[src/rtl/if_pkg.sv]
// Shared types and constants for the instruction-fetch controller.
package if_pkg;

  typedef enum logic [1:0] {
    IDLE = 2'd0,
    REQ  = 2'd1,
    WAIT = 2'd2,
    DROP = 2'd3
  } fetch_state_t;

  localparam logic [31:0] RESET_PC_DEF = 32'hbfc00000;

endpackage

[src/rtl/if_out_buf.sv]
// Two-deep (out-reg + skid) delivery buffer between fetch and decode.
module if_out_buf #(
  parameter int ADDR_W = 32
) (
  input  logic              clk,
  input  logic              rst_n,
  input  logic              flush_i,
  input  logic              stall_i,
  input  logic              ld_i,
  input  logic [ADDR_W-1:0] pc_i,
  input  logic [ADDR_W-1:0] inst_i,
  output logic              out_v_o,
  output logic [ADDR_W-1:0] out_pc_o,
  output logic [ADDR_W-1:0] out_inst_o,
  output logic              skid_v_o
);

  logic              out_v_q, skid_v_q;
  logic [ADDR_W-1:0] out_pc_q, out_inst_q, skid_pc_q, skid_inst_q;
  logic              consume;

  assign consume = out_v_q & ~stall_i;

  always_ff @(posedge clk or negedge rst_n) begin
    if (!rst_n) begin
      out_v_q     <= 1'b0;
      skid_v_q    <= 1'b0;
      out_pc_q    <= '0;
      out_inst_q  <= '0;
      skid_pc_q   <= '0;
      skid_inst_q <= '0;
    end else if (flush_i) begin
      out_v_q  <= 1'b0;
      skid_v_q <= 1'b0;
    end else if (consume && skid_v_q) begin
      // Older skid entry advances first so delivery order is preserved.
      out_pc_q   <= skid_pc_q;
      out_inst_q <= skid_inst_q;
      skid_v_q   <= ld_i;
      if (ld_i) begin
        skid_pc_q   <= pc_i;
        skid_inst_q <= inst_i;
      end
    end else if (!out_v_q || consume) begin
      out_v_q <= ld_i;
      if (ld_i) begin
        out_pc_q   <= pc_i;
        out_inst_q <= inst_i;
      end
    end else if (ld_i && !skid_v_q) begin
      skid_v_q    <= 1'b1;
      skid_pc_q   <= pc_i;
      skid_inst_q <= inst_i;
    end
  end

  assign out_v_o    = out_v_q;
  assign out_pc_o   = out_pc_q;
  assign out_inst_o = out_inst_q;
  assign skid_v_o   = skid_v_q;

endmodule

[src/rtl/if_fetch_ctrl.sv]
// Fetch-PC owner: single-outstanding instruction-bus handshake with
// flush/branch redirect and squashed-response discard.
module if_fetch_ctrl
  import if_pkg::*;
#(
  parameter int                ADDR_W   = 32,
  parameter logic [ADDR_W-1:0] RESET_PC = ADDR_W'(RESET_PC_DEF)
) (
  input  logic              clk,
  input  logic              rst,
  input  logic              flush_i,
  input  logic [ADDR_W-1:0] flush_pc_i,
  input  logic              branch_flag_i,
  input  logic [ADDR_W-1:0] branch_target_i,
  input  logic              stall_i,
  output logic              inst_req,
  output logic [ADDR_W-1:0] inst_addr,
  input  logic              inst_addr_ok,
  input  logic              inst_data_ok,
  input  logic [ADDR_W-1:0] inst_rdata,
  output logic              if_valid,
  output logic [ADDR_W-1:0] if_pc,
  output logic [ADDR_W-1:0] if_inst
);

  fetch_state_t      state_q, state_d;
  logic [ADDR_W-1:0] fetch_pc_q, rdr_pc_q, pend_tgt_q, nxt_addr;
  logic              rdr_q, pend_br_q, kill_q, kill_d;
  logic              issue, ld, skid_v;

  always_ff @(posedge clk or negedge rst) begin
    if (!rst) state_q <= IDLE;
    else      state_q <= state_d;
  end

  always_comb begin
    state_d = state_q;
    kill_d  = kill_q;
    issue   = 1'b0;
    ld      = 1'b0;
    unique case (state_q)
      IDLE: issue = flush_i | ~skid_v;
      // A flush against an unaccepted request keeps the request up (the bus
      // may not see it withdrawn) and squashes its response instead.
      REQ: begin
        if (inst_addr_ok) begin
          state_d = (kill_q | flush_i) ? DROP : WAIT;
          kill_d  = 1'b0;
        end else if (flush_i) begin
          kill_d = 1'b1;
        end
      end
      WAIT: begin
        if (inst_data_ok) begin
          if (flush_i) begin
            issue = 1'b1;
          end else begin
            ld    = 1'b1;
            issue = ~(skid_v | (if_valid & stall_i));
            if (!issue) state_d = IDLE;
          end
        end else if (flush_i) begin
          state_d = DROP;
        end
      end
      DROP:    issue = inst_data_ok;
      default: state_d = IDLE;
    endcase
    if (issue) state_d = REQ;
  end

  always_comb inst_req = (state_q == REQ);
  assign inst_addr = fetch_pc_q;

  // rdr holds a redirect still owed to the bus: reset vector or deferred flush.
  always_comb begin
    if (flush_i)            nxt_addr = flush_pc_i;
    else if (rdr_q)         nxt_addr = rdr_pc_q;
    else if (branch_flag_i) nxt_addr = branch_target_i;
    else if (pend_br_q)     nxt_addr = pend_tgt_q;
    else                    nxt_addr = fetch_pc_q + ADDR_W'(4);
  end

  always_ff @(posedge clk or negedge rst) begin
    if (!rst) begin
      fetch_pc_q <= RESET_PC;
      rdr_q      <= 1'b1;
      rdr_pc_q   <= RESET_PC;
      pend_br_q  <= 1'b0;
      pend_tgt_q <= '0;
      kill_q     <= 1'b0;
    end else begin
      kill_q <= kill_d;
      if (issue) fetch_pc_q <= nxt_addr;
      if (issue) begin
        rdr_q <= 1'b0;
      end else if (flush_i) begin
        rdr_q    <= 1'b1;
        rdr_pc_q <= flush_pc_i;
      end
      if (flush_i) begin
        pend_br_q <= 1'b0;
      end else if (issue && !rdr_q) begin
        pend_br_q <= 1'b0;
      end else if (branch_flag_i) begin
        pend_br_q  <= 1'b1;
        pend_tgt_q <= branch_target_i;
      end
    end
  end

  if_out_buf #(.ADDR_W(ADDR_W)) u_out_buf (
    .clk        (clk),
    .rst_n      (rst),
    .flush_i    (flush_i),
    .stall_i    (stall_i),
    .ld_i       (ld),
    .pc_i       (fetch_pc_q),
    .inst_i     (inst_rdata),
    .out_v_o    (if_valid),
    .out_pc_o   (if_pc),
    .out_inst_o (if_inst),
    .skid_v_o   (skid_v)
  );

endmodule

[config.mk]
export PLATFORM = sky130hd
export DESIGN_NAME = if_fetch_ctrl
export DESIGN_NICKNAME = d
export VERILOG_FILES = /design/src/rtl/if_pkg.sv /design/src/rtl/if_out_buf.sv /design/src/rtl/if_fetch_ctrl.sv
export SDC_FILE = /design/constraint.sdc
export NUM_CORES = 1
export LEC_CHECK = 0
export CORE_UTILIZATION = 53
export CTS_CLUSTER_DIAMETER = 80
export CTS_CLUSTER_SIZE = 8
export DETAILED_ROUTE_END_ITERATION = 6
export GPL_TIMING_DRIVEN = 1
export PLACE_DENSITY = 0.91
export SYNTH_ARGS = -nofsm -noshare
export SYNTH_HDL_FRONTEND = slang
export SYNTH_SLANG_ARGS = --single-unit
[constraint.sdc]
create_clock -name clk -period 2.3 [get_ports clk]
set_input_delay 0.23 -clock clk [delete_from_list [all_inputs] [get_ports clk]]
set_output_delay 0.23 -clock clk [all_outputs]
set_load 0.1 [all_outputs]
# == After elaboration in Yosys (flattened, before gate mapping) ==
# Cells that the tools add are included.
# totals
wordCells,104
latch_bits,0
romBits,0
mem_bits_rw,0
regBits,231
in_bits,103
memories,0
# op_classes
div,0
order_cmp,0
n_eq_ne,11
multipliers,0
n_mux,43
add_sub_neg,1
n_shift,0
n_reduce_logical,25
bitwise_logic,11
# ops
cell,n
$mux W32,16
$add A32 B3 Y32 const B,1
$mux W1,19
$mux W2,6
$ne A4 B4 Y1 const B,3
$reduce_bool A2 Y1,6
$reduce_bool A3 Y1,3
$reduce_and A2 Y1,4
$not A1 Y1,6
$reduce_and A3 Y1,2
$reduce_and A5 Y1,1
$eq A2 B2 Y1 const B,2
$ne A2 B1 Y1 const B,2
$pmux W2 S2,1
$reduce_and A4 Y1,1
$logic_and A1 B1 Y1,3
$logic_not A1 Y1,3
$ne A3 B1 Y1 const B,1
$ne A3 B2 Y1 const B,1
$or A1 B1 Y1,3
$pmux W1 S3,1
$and A1 B1 Y1,2
$eq A2 B1 Y1 const B,1
$logic_not A2 Y1,1
other kinds (2),2

# == Logic depth before layout (Yosys ltp) ==
# Gate-level depths: netlist of run 1.
# logic_depth
word_depth,9
ltp_mapped,8

# == By module ==
# Synthesis of run 1 repeated with hierarchy kept, for this count alone.
# unflattened
cells_unflattened,868
area_unflattened_um2,11213.3
# by_module_without_submodules
mod,cells_per_inst,seq_area_each_um2,area_per_inst_um2,instances
if_out_buf,354,3253.1,5690.5,1
if_fetch_ctrl,514,2551.2,5522.8,1

# == Worst setup path before layout of run 1 ==
# Ideal clock, no wire load.
# synth_path
path_type,reg2reg
startpoint,register fetch_pc_q[14] (netlist: inst_addr[14])
endpoint,register fetch_pc_q[26] (netlist: inst_addr[26])
path_stages_with_launch,7
arrival_time_ps,2519
n_path_buf,1
setup_slack_ps,-317
t_required_ps,2202
path_cell_list,dfrtp_1 -> buf_2 -> nand4_1 -> nor4_4 -> nand3_2 -> o41a_1 -> o311ai_1
# synth_between
elab_chain_len,5
# synth_lines
item,line_no,rtl
"start, declared",if_fetch_ctrl.sv:27,"logic [ADDR_W-1:0] fetch_pc_q, rdr_pc_q, pend_tgt_q, nxt_addr;"
"start signal, assigned",if_fetch_ctrl.sv:94,if (issue) fetch_pc_q <= nxt_addr;
$add A32 B3 Y32,if_fetch_ctrl.sv:81,else nxt_addr = fetch_pc_q + ADDR_W'(4);
$mux W32,if_fetch_ctrl.sv:80,else if (pend_br_q) nxt_addr = pend_tgt_q;
$mux W32,if_fetch_ctrl.sv:79,else if (branch_flag_i) nxt_addr = branch_target_i;
$mux W32,if_fetch_ctrl.sv:78,else if (rdr_q) nxt_addr = rdr_pc_q;
$mux W32,if_fetch_ctrl.sv:77,if (flush_i) nxt_addr = flush_pc_i;
# Every way passes these cells.
# A chain may end at the register's enable or synchronous reset.

# == Worst setup path in the final report of run 1 ==
# layout_path
startpoint,register fetch_pc_q[2] (netlist: inst_addr[2])
endpoint,register fetch_pc_q[30] (netlist: inst_addr[30])
# The elaborated chain is that of the path after synthesis.

==> impl_results.md, run 1 <==
* Postcts setup bufs at 0
* Setup tns final at 0 ns
* # clock sinks at 231
* PnR Total Power at 22.3 mW
* PortBufs at 200
* Peak VDD IR at 778 uV
* Routed len/inst at 20.1 um
* Worst path slowest cell: dfrtp_2
* Power per cell area at 1580 nW/um^2
* Gate count of the mapped netlist at 941
* Register area share after synthesis at 53.8%
* Layout cells sized above 1 at 31.4%
* Nets@finish at 1,262
* Max-slew violation count at 0
* Worst Tran Pin Value at 0.523 ns
* Largest area contributor in the netlist: dfrtp_1
* Dpl ws at 0.113 ns
* Fin util at 71.5%
* Highest clock rate at 468 MHz
* Final Hold Viols at 0
* Largest net degree at the start of global routing at 83
* Initial Utilization at 54.7%
* Drt via density at 6.03
* Largest family of logic cells by synthesized area: multiplexers
* Vias in the first global route at 8,458
* Global-route wire length before repair at 44,700 um
* Final period utilization at 92.9%
* Root buffer cell: clkbuf_16
* Yosys warns at 0
* Chip width at 145 um
* DRC at 0
* Critical path arrival at 2.52 ns
* Gpl congestion at 0.896
* Worst Setup Start Kind: register
* RSZ-0062 raised after global routing: false
* Most frequent cell after synthesis: dfrtp_1
* CP Capture Type: register
* Cell Chain, Critical Path: ha_1 > nand4_1 > nor3_1 > nand4_1 > a31o_2 > a32o_1
* Worst Path Buf+Inv at 0
* Worst Setup Path Type: register to register
* Max-cap violations at 0
* Worst-path fanout max at 7
* CTS Buffer Depth at 3
* GRT Residual Overflow at 0
* Rows at 51
* Simple-Gate Fraction of Synth Area at 8.68%
* Antenna viol nets, final at 0
* Post-synth EDFFs at 0
* Yosys top cell area share at 49.2%
* Mux contribution to synthesized area at 19.6%
* Synthesized flop and latch total at 231
* Clock latency on the worst-skew pair at 0.49 ns
* Async S/R FF share, synth at 100%
* Synth area leaders: dfrtp_1 (49%), mux2_2 (13%), mux2i_1 (6.1%)
* 1st-pass router iterations at 5
* Iteration-0 DRC Markers at 501
* Family with the most delay on the worst path: simple AND/OR/NAND/NOR gates
* Final Worst Setup Slack at 0.163 ns
* Library cells used by synthesis at 62
* Crit path time final at 2.14 ns
* Top_reg_cell synth: dfrtp_1
* Most frequent CP cell: nand4_1
* TritonCTS buffer count at 34
* Post-Synth Adder-Cell Area at 0.116%
* CTS tree: yes
* Slowest stage delay, CP at 0.46 ns
* Syn nets at 1,045
* H-tree levels at 2
* Synth cell count leaders: dfrtp_1 (212), mux2_2 (128), nor2_1 (98), a21oi_1 (82), mux2i_1 (66)
* Setup Skew at 0.0126 ns
* Final wirelength at 29,000 um
* Full die area at 20,900 um^2
* Total GRT Usage at 28.0%
* HP Class: input port to asynchronous set/reset pin
* Mean area per synthesized cell at 11.5 um^2
* Post-DP HPWL at 19,700 um
* I/O pin cnt at 201
* Rel. slew slack at 65.1%
* Mapped Area at 10,800 um^2
* Post-cts sizing count at 0
* Final setup vio count at 0
* Antenna violations before repair at 1
* Clock Pin Slew Worst Setup and Hold Paths at 0.05 ns
* Die height at 145 um
* Outcome: completed
* Synth Area in Compound Gates at 14.6%
* Cts hold-fix bufs at 1
* CORE AREA at 19,700 um^2
* Xor/xnor cell area share of the yosys netlist at 0.162%
* Vias at 8,698
* Area grow syn2layout at 30.7%
* Leak at 6.58 nW
* CP required at 2.68 ns
[layer usage]
layer	wire (um)	global-route usage [%]
met3	2550	6.75
met2	13800	46.1
met1	11800	36.5
met5	0	0
met4	726	9.09
[cell usage in the layout (no fill, tap or decap), drive strengths merged, types with 23 or more instances in the layout]
cell / n
o31ai: 23
buf: 149
nand2: 36
nor2: 99
clkdlybuf4s50: 101
clkbuf: 54
dfrtp: 212
o21ai: 24
o22ai: 26
mux2i: 66
mux2: 129
a21oi: 82
[power by group]
group | internal (mW) | switching, mW
Clock | 2.79 | 1.70
Combinational | 2.58 | 8.52
Sequential | 5.45 | 1.31
Total | 10.8 | 11.5
[registers in the layout (all words and copies together) (netlist names)]
register / count
kill_q: 1
u_out_buf.skid_v_o: 1
pend_tgt_q: 32
rdr_pc_q: 32
state_q: 2
u_out_buf.skid_inst_q: 32
u_out_buf.skid_pc_q: 32
u_out_buf.out_v_o: 1
pend_br_q: 1
u_out_buf.out_pc_o: 32
inst_addr: 32
rdr_q: 1
u_out_buf.out_inst_o: 32
[cell type report]
cell class              count  area, um^2
diodes                      1        2.50
inverters                  10        37.5
well taps                 265         332
fillers                  1349        5620
clock inverters             1        8.76
clock buffers              54         947
multi-input cells         630        4680
flip-flops and latches    231        5830
repair buffers            251        2260
[metrics by stage]
step / hold slack (ns) / instances / instance area (um^2)
after floorplan: -0.0656 / 941 / 10800
after global placement: 0.209 / 1386 / 13100
after detailed placement: 0.220 / 1386 / 13100
after CTS: 0.281 / 1442 / 14100
after global routing: 0.334 / 1442 / 14100
final: 0.279 / 1443 / 14100
[kinds of logic after synthesis]
logic type                 Yosys count
DFF                                231
muxes                              195
adders and majority gates            1
buffers and inverters               80
xor gates and xnor gates             2
and+or+nand+nor                    197
AOI/OAI and AO/OA                  235
[worst reg2reg max path, cell delays in order (launching register included)]
cell and delay, ns:
dfrtp_2 0.46, ha_1 0.29, nand4_1 0.29, nor3_1 0.36, nand4_1 0.17, a31o_2 0.27, a32o_1 0.20
[final timing paths]
kind	endpoint	from	cells past startpoint	slack [ns]
max	inst_addr[30]$_DFFE_PN0P_	inst_addr[2]$_DFFE_PN0P_	6	0.16
min	u_out_buf.out_inst_o[8]$_DFFE_PN0P_	rst	2	0.28
max reg2reg	inst_addr[30]$_DFFE_PN0P_	inst_addr[2]$_DFFE_PN0P_	6	0.16
min reg2reg	u_out_buf.skid_pc_q[6]$_DFFE_PN0P_	u_out_buf.skid_pc_q[6]$_DFFE_PN0P_	1	0.50
max in group asynchronous	rdr_q$_DFFE_PN1P_	rst	3	1.22
min in group clk	kill_q$_DFFE_PN0P_	inst_addr_ok	2	0.38
(Power assumes the default switching activity.)
==> inputs of run 2 (changes only) <==
==> constraint.sdc (replaced) <==
create_clock -name clk -period 2.05 [get_ports clk]
set_input_delay 0.205 -clock clk [delete_from_list [all_inputs] [get_ports clk]]
set_output_delay 0.205 -clock clk [all_outputs]
set_load 0.1 [all_outputs]
==> run 2 against run 1 <==
Effect of this change: clock power increased by 12%; utilization increased by 2.8 points; setup slack got worse by 0.11 ns; power increased by 15%; critical path type unchanged; cell area increased by 3.9%; first-iteration DRC count increased by 62%; clock skew decreased by 0.0011 ns; via count increased by 4.4%; critical path depth decreased by 1; count of clock-buffer cells in the layout decreased by 1; hold slack got worse by 0.010 ns.
==> impl_results.md, run 2 (synthesis gave the netlist of run 1 again) <==
* Rel. slew slack at 60.2% (-4.9 points)
* Antenna viol nets, final at 0 (unchanged)
* TritonCTS buffer count at 34 (unchanged)
* CTS Buffer Depth at 3 (unchanged)
* CP Capture Type: register
* Peak VDD IR at 1140 uV (+47%)
* Worst Tran Pin Value at 0.594 ns (+0.0710 ns)
* Iteration-0 DRC Markers at 811 (+62%)
* GRT Residual Overflow at 0 (unchanged)
* Dpl cell area at 13,700 um^2 (+4.1%)
* Postcts setup bufs at 0 (unchanged)
* Root buffer cell: clkbuf_16
* Final Instance Area at 14,700 um^2 (+3.9%)
* Area grow syn2layout at 35.9%
* CORE AREA at 19,700 um^2 (unchanged)
* Worst Setup Start Kind: register
* Rows at 51 (unchanged)
* Crit path time final at 2.00 ns (-0.138 ns)
* Vias in the first global route at 9,091 (+7.5%)
* H-tree levels at 2 (unchanged)
* Worst Setup Path Type: register to register
* Antenna violations before repair at 1 (unchanged)
* Power per cell area at 1750 nW/um^2 (+10%)
* Max-slew violation count at 0 (unchanged)
* DRC at 0 (unchanged)
* Worst-path fanout max at 7 (unchanged)
* # clock sinks at 231 (unchanged)
* Final Hold Viols at 0 (unchanged)
* Drt via density at 6.15 (+2.0%)
* Commonest non-fill, non-tap cell in the layout: dfrtp_1
* Most frequent cells in the layout: dfrtp_1 (191), buf_4 (160), mux2_2 (128), clkdlybuf4s50_1 (101), nor2_1 (96)
* Layout cells sized above 1 at 34.2% (+2.8 points)
* Final period utilization at 97.5% (+4.6 points)
* Chip width at 145 um (unchanged)
* Leak at 6.82 nW (+3.7%)
* Critical path arrival at 2.44 ns (-0.08 ns)
* Global-route wire length before repair at 47,700 um (+6.8%)
* Highest clock rate at 500 MHz (+6.9%)
* Family with the most delay on the worst path: simple AND/OR/NAND/NOR gates
* Setup Skew at 0.0115 ns (-0.00106 ns)
* Post-DP HPWL at 21,300 um (+8.0%)
* 1st-pass router iterations at 6 (+1)
* Clock latency on the worst-skew pair at 0.50 ns (about the same)
* Worst Path Buf+Inv at 1 (+1)
* Routed len/inst at 20.8 um (+3.5%)
* Largest net degree at the start of global routing at 68 (-18%)
* HP Class: input port to asynchronous set/reset pin
* PortBufs at 200 (unchanged)
* Total GRT Usage at 30.0% (+1.9 points)
* Initial Utilization at 54.7% (unchanged)
* Final setup vio count at 0 (unchanged)
* Worst path slowest cell: dfstp_4
* Nets@finish at 1,298 (+2.9%)
* Full die area at 20,900 um^2 (unchanged)
* Cell Chain, Critical Path: nand4_1 > buf_4 > or4_1 > o31ai_1 > nand3b_1
* Outcome: completed
* CP required at 2.49 ns (-0.19 ns)
* I/O pin cnt at 201 (unchanged)
* RSZ-0062 raised after global routing: true
* Min Hold Slack at 0.269 ns (-0.0102 ns)
* Final wirelength at 30,700 um (+6.0%)
* Gpl congestion at 0.962 (+7.4%)
* Vias at 9,081 (+4.4%)
* CTS tree: yes
* PnR Total Power at 25.6 mW (+15%)
* Slowest stage delay, CP at 0.66 ns (+0.20 ns)
* Die height at 145 um (unchanged)
* Clock Pin Slew Worst Setup and Hold Paths at 0.05 ns (about the same)
* N_diodes at 0 (-1)
* Max-cap violations at 0 (unchanged)
## run 2: cell types whose count changed in the layout (fill, tap and decap cells not counted), moves of 2 or more
| cell | previous run | this run |
|---|---|---|
| dfstp_2 | 19 | 14 |
| nor3_1 | 14 | 12 |
| nor2_2 | 1 | 3 |
| dfstp_4 | 0 | 5 |
| nor3_2 | 0 | 2 |
| dfrtp_4 | 0 | 14 |
| dfrtp_2 | 20 | 7 |
| buf_12 | 9 | 23 |
| buf_4 | 139 | 160 |
| nor2_1 | 98 | 96 |
## run 2: what timing repair did
| item | 4_1_cts | 5_1_grt |
|---|---|---|
| setup endpoints to repair | 0 | 4 |
| hold buffers | 1 | 0 |
| gates resized for setup | 0 | 7 |
| endpoints found under the hold margin | 62 | 0 |
## run 2: layout make-up
cell class / instances / area [um^2]
clock buffer: 53 / 943
clock inverter: 1 / 8.76
fill: 1245 / 5060
inverter: 10 / 37.5
multi-input combinational: 630 / 4740
sequential: 231 / 5880
tap: 265 / 332
timing repair buffer: 287 / 2710
## run 2: layer usage
layer	track usage (%)	up-vias	part of all wire, %
li1	-	4020	-
met1	38.2	4439	40
met2	48.6	515	47
met3	7.47	105	8.9
met4	12.9	2	3.7
met5	0	-	0.042
## run 2: final timing paths
check | start | end | slack (ns) | cells after the start
min in group clk | inst_addr_ok | kill_q$_DFFE_PN0P_ | 0.34 | 2
min | rst | u_out_buf.skid_inst_q[7]$_DFFE_PN0P_ | 0.27 | 2
max | inst_addr[23]$_DFFE_PN1P_ | inst_addr[24]$_DFFE_PN1P_ | 0.05 | 5
max in group asynchronous | rst | u_out_buf.skid_inst_q[2]$_DFFE_PN0P_ | 1.00 | 3
min reg2reg | pend_tgt_q[7]$_DFFE_PN0P_ | pend_tgt_q[7]$_DFFE_PN0P_ | 0.49 | 1
max reg2reg | inst_addr[23]$_DFFE_PN1P_ | inst_addr[24]$_DFFE_PN1P_ | 0.05 | 5
## run 2: report_power, final
| group | internal (mW) | switching [mW] |
|---|---|---|
| sequential | 6.21 | 1.40 |
| clock | 3.12 | 1.91 |
| combinational | 3.14 | 9.82 |
| total | 12.5 | 13.1 |
## run 2: stage by stage
| stage | setup slack, ns | cells | setup TNS [ns] | util [%] |
|---|---|---|---|---|
| 6_report | 0.0503 | 1477 | 0 | 74.3 |
| 5_1_grt | -0.0224 | 1477 | -0.0289 | 74.3 |
| 4_1_cts | 0.0584 | 1477 | 0 | 74.2 |
| 3_5_place_dp | -0.241 | 1422 | -6.19 | 69.3 |
| 3_3_place_gp | -0.133 | 1422 | -2.55 | 69.3 |
| 2_1_floorplan | -0.0322 | 941 | -0.0322 | - |
## run 2: worst register-to-register path, stage by stage (launching register included)
cell,delay [ns]
dfstp_4,0.66
nand4_1,0.19
buf_4,0.21
or4_1,0.51
o31ai_1,0.23
nand3b_1,0.14
==> inputs of run 3 (changes only) <==
--- a/config.mk
+++ b/config.mk
@@ -5,12 +5,12 @@
 export SDC_FILE = /design/constraint.sdc
 export NUM_CORES = 1
 export LEC_CHECK = 0
-export CORE_UTILIZATION = 53
+export CORE_UTILIZATION = 55
 export CTS_CLUSTER_DIAMETER = 80
 export CTS_CLUSTER_SIZE = 8
 export DETAILED_ROUTE_END_ITERATION = 6
 export GPL_TIMING_DRIVEN = 1
-export PLACE_DENSITY = 0.91
+export PLACE_DENSITY = 0.94
 export SYNTH_ARGS = -nofsm -noshare
 export SYNTH_HDL_FRONTEND = slang
 export SYNTH_SLANG_ARGS = --single-unit
==> constraint.sdc (replaced) <==
create_clock -name clk -period 2.4 [get_ports clk]
set_input_delay 0.24 -clock clk [delete_from_list [all_inputs] [get_ports clk]]
set_output_delay 0.24 -clock clk [all_outputs]
set_load 0.1 [all_outputs]
==> run 3 against run 2 <==
Effect of this change: sequential share of layout area grew 1.2 points; global-route usage up 0.28 points; via count is 1.7% lower; setup slack better by 0.13 ns; final cell count shrank 2.6%; hold slack better by 0.017 ns; first-iteration DRC count fell by 6.7%; utilization is 0.084 points higher; sequential power decreased by 14%; die area shrank 3.6%; routed wire length down 3.2%.
==> impl_results.md, run 3 (synthesis gave the netlist of run 1 again) <==
* Outcome: completed
* CP required at 2.80 ns (+0.31 ns)
* RSZ-0062 raised after global routing: false
* Vias in the first global route at 9,062 (-0.32%)
* Layout cells sized above 1 at 30.9% (-3.3 points)
* DRC at 0 (unchanged)
* Area grow syn2layout at 30.8%
* Setup tns final at 0 ns (unchanged)
* Slowest stage delay, CP at 0.46 ns (-0.20 ns)
* CP Capture Type: register
* Routed len/inst at 20.7 um (-0.58%)
* Peak VDD IR at 922 uV (-19%)
* Placed insts at 1,378 (-3.1%)
* Worst Tran Pin Value at 0.707 ns (+0.113 ns)
* Nets@finish at 1,259 (-3.0%)
* R2R depth at 6 (+1)
* Power per cell area at 1530 nW/um^2 (-13%)
* I/O pin cnt at 201 (unchanged)
* Leak at 6.58 nW (-3.5%)
* Chip width at 142 um (-1.8%)
* Root buffer cell: clkbuf_16
* Multi-input gate area at 4680 um^2 (-1.2%)
* 1st-pass router iterations at 6 (unchanged)
* Rel. slew slack at 52.6% (-7.6 points)
* Most frequent cells in the layout: dfrtp_1 (195), buf_4 (134), mux2_2 (128), clkdlybuf4s50_1 (101), nor2_1 (98)
* GRT Residual Overflow at 0 (unchanged)
* H-tree levels at 2 (unchanged)
* Die height at 142 um (-1.8%)
* Cell Chain, Critical Path: ha_1 > nand2_1 > nor2_1 > nand3_2 > o41a_1 > o311ai_1
* Min Hold Slack at 0.286 ns (+0.0167 ns)
* Setup Skew at 0.0218 ns (+0.0103 ns)
* Storage element area at 5830 um^2 (-1.0%)
* R2r setup slk at 0.18 ns (+0.13 ns)
* Final period utilization at 92.6% (-4.9 points)
* Dpl ws at 0.179 ns (+0.421 ns)
* Worst Path Buf+Inv at 0 (-1)
* CTS Buffer Depth at 3 (unchanged)
* # clock sinks at 231 (unchanged)
* Antenna violations before repair at 0 (-1)
* Final Worst Setup Slack at 0.177 ns (+0.126 ns)
* Max-slew violation count at 0 (unchanged)
* Antenna viol nets, final at 0 (unchanged)
* Final setup vio count at 0 (unchanged)
* Worst path slowest cell: dfrtp_2
* Drt via density at 6.21 (+0.93%)
* Crit path time final at 2.22 ns (+0.224 ns)
* Worst Setup Path Type: register to register
* Met2 Track Usage GR at 48.2% (-0.34 points)
* Cell Count, Final, Fillers Out at 1,438 (-2.6%)
* Vias at 8,923 (-1.7%)
* Filler instances at 1,198 (-3.8%)
* Reg-to-reg endpoint: inst_addr[26]$_DFFE_PN1P_
* Clock latency on the worst-skew pair at 0.51 ns (about the same)
* Initial Utilization at 56.9% (+2.2 points)
* Critical path arrival at 2.63 ns (+0.19 ns)
* Clock Pin Slew Worst Setup and Hold Paths at 0.05 ns (about the same)
* Rows at 50 (-2.0%)
* TritonCTS buffer count at 34 (unchanged)
* Post-DP HPWL at 20,500 um (-3.9%)
* Global-route wire length before repair at 47,600 um (-0.33%)
* Worst-path fanout max at 8 (+1)
* HP Class: input port to asynchronous set/reset pin
* Total GRT Usage at 30.2% (+0.28 points)
* CORE AREA at 19,000 um^2 (-3.9%)
* Gpl congestion at 0.910 (-5.4%)
* Worst r2r src: inst_addr[2]$_DFFE_PN0P_
* Final wirelength at 29,700 um (-3.2%)
* CTS tree: yes
* N_diodes at 0 (unchanged)
* Worst Setup Start Kind: register
* Commonest non-fill, non-tap cell in the layout: dfrtp_1
* Largest net degree at the start of global routing at 69 (+1.5%)
* PortBufs at 200 (unchanged)
* Family with the most delay on the worst path: simple AND/OR/NAND/NOR gates
* Iteration-0 DRC Markers at 757 (-6.7%)
* Full die area at 20,200 um^2 (-3.6%)
* Final Hold Viols at 0 (unchanged)
* Max-cap violations at 0 (unchanged)
* Highest clock rate at 450 MHz (-10%)
* Met3 usage at 6.46% (-1.0 points)
* PnR Total Power at 21.5 mW (-16%)
* Met1 global-route usage at 40.5% (+2.3 points)
* Gr busiest metal: met2
## run 3: changes by cell type in the layout (fill, tap and decap cells not counted), moves of 4 or more
cell / before / now
dfstp_2: 14 / 19
clkbuf_1: 18 / 23
dfrtp_4: 14 / 0
buf_12: 23 / 11
dfrtp_2: 7 / 17
buf_4: 160 / 134
dfstp_4: 5 / 0
dfrtp_1: 191 / 195
## run 3: what timing repair did
action,in CTS,in global routing
gates resized for setup,0,0
endpoints found under the hold margin,52,0
setup buffers,0,0
hold buffers,1,0
## run 3: worst register-to-register path, stage by stage (launching register included)
cell and delay, ns:
dfrtp_2 0.46, ha_1 0.32, nand2_1 0.11, nor2_1 0.33, nand3_2 0.29, o41a_1 0.38
o311ai_1 0.25
## run 3: layer usage
layer / routed length, um / up-vias
li1: - / 3932
met1: 12000 / 4374
met2: 14000 / 533
met3: 2780 / 84
met4: 889 / 0
met5: 0 / -
## run 3: per-stage QoR
| stage | utilization (%) | area (um^2) |
|---|---|---|
| finish | 74.4 | 14100 |
| global route | 74.4 | 14100 |
| CTS | 74.4 | 14100 |
| detailed placement | 69.2 | 13100 |
| global placement | 69.2 | 13100 |
| floorplan | - | 10800 |
## run 3: power by group
| part | leakage, nW | switching, mW | internal, mW | total, mW |
|---|---|---|---|---|
| Combinational | 3.30 | 8.18 | 2.44 | 10.6 |
| Sequential | 2.82 | 1.31 | 5.21 | 6.53 |
| Clock | 0.463 | 1.68 | 2.70 | 4.38 |
| Total | 6.58 | 11.2 | 10.4 | 21.5 |
## run 3: final cells by class
| type | instances | share of cell area [%] |
|---|---|---|
| clock buffers | 58 | 6.82 |
| clock inverters | 1 | 0.0621 |
| inverters | 10 | 0.266 |
| multi-input cells | 630 | 33.2 |
| flip-flops and latches | 231 | 41.3 |
| well taps | 260 | 2.31 |
| repair buffers | 248 | 16.0 |
## run 3: how the worst max path moves through the flow
stage                                                      end  cells after the start                          start
after floorplan                      pend_tgt_q[7]$_DFFE_PN0P_                      6  u_out_buf.out_v_o$_DFFE_PN0P_
final                                inst_addr[26]$_DFFE_PN1P_                      6       inst_addr[2]$_DFFE_PN0P_
after detailed placement              rdr_pc_q[21]$_DFFE_PN0P_                      7                        flush_i
after global routing                 inst_addr[30]$_DFFE_PN0P_                      6       inst_addr[2]$_DFFE_PN0P_
after CTS                            inst_addr[26]$_DFFE_PN1P_                      6       inst_addr[2]$_DFFE_PN0P_
after global placement    u_out_buf.skid_inst_q[3]$_DFFE_PN0P_                      6                        flush_i
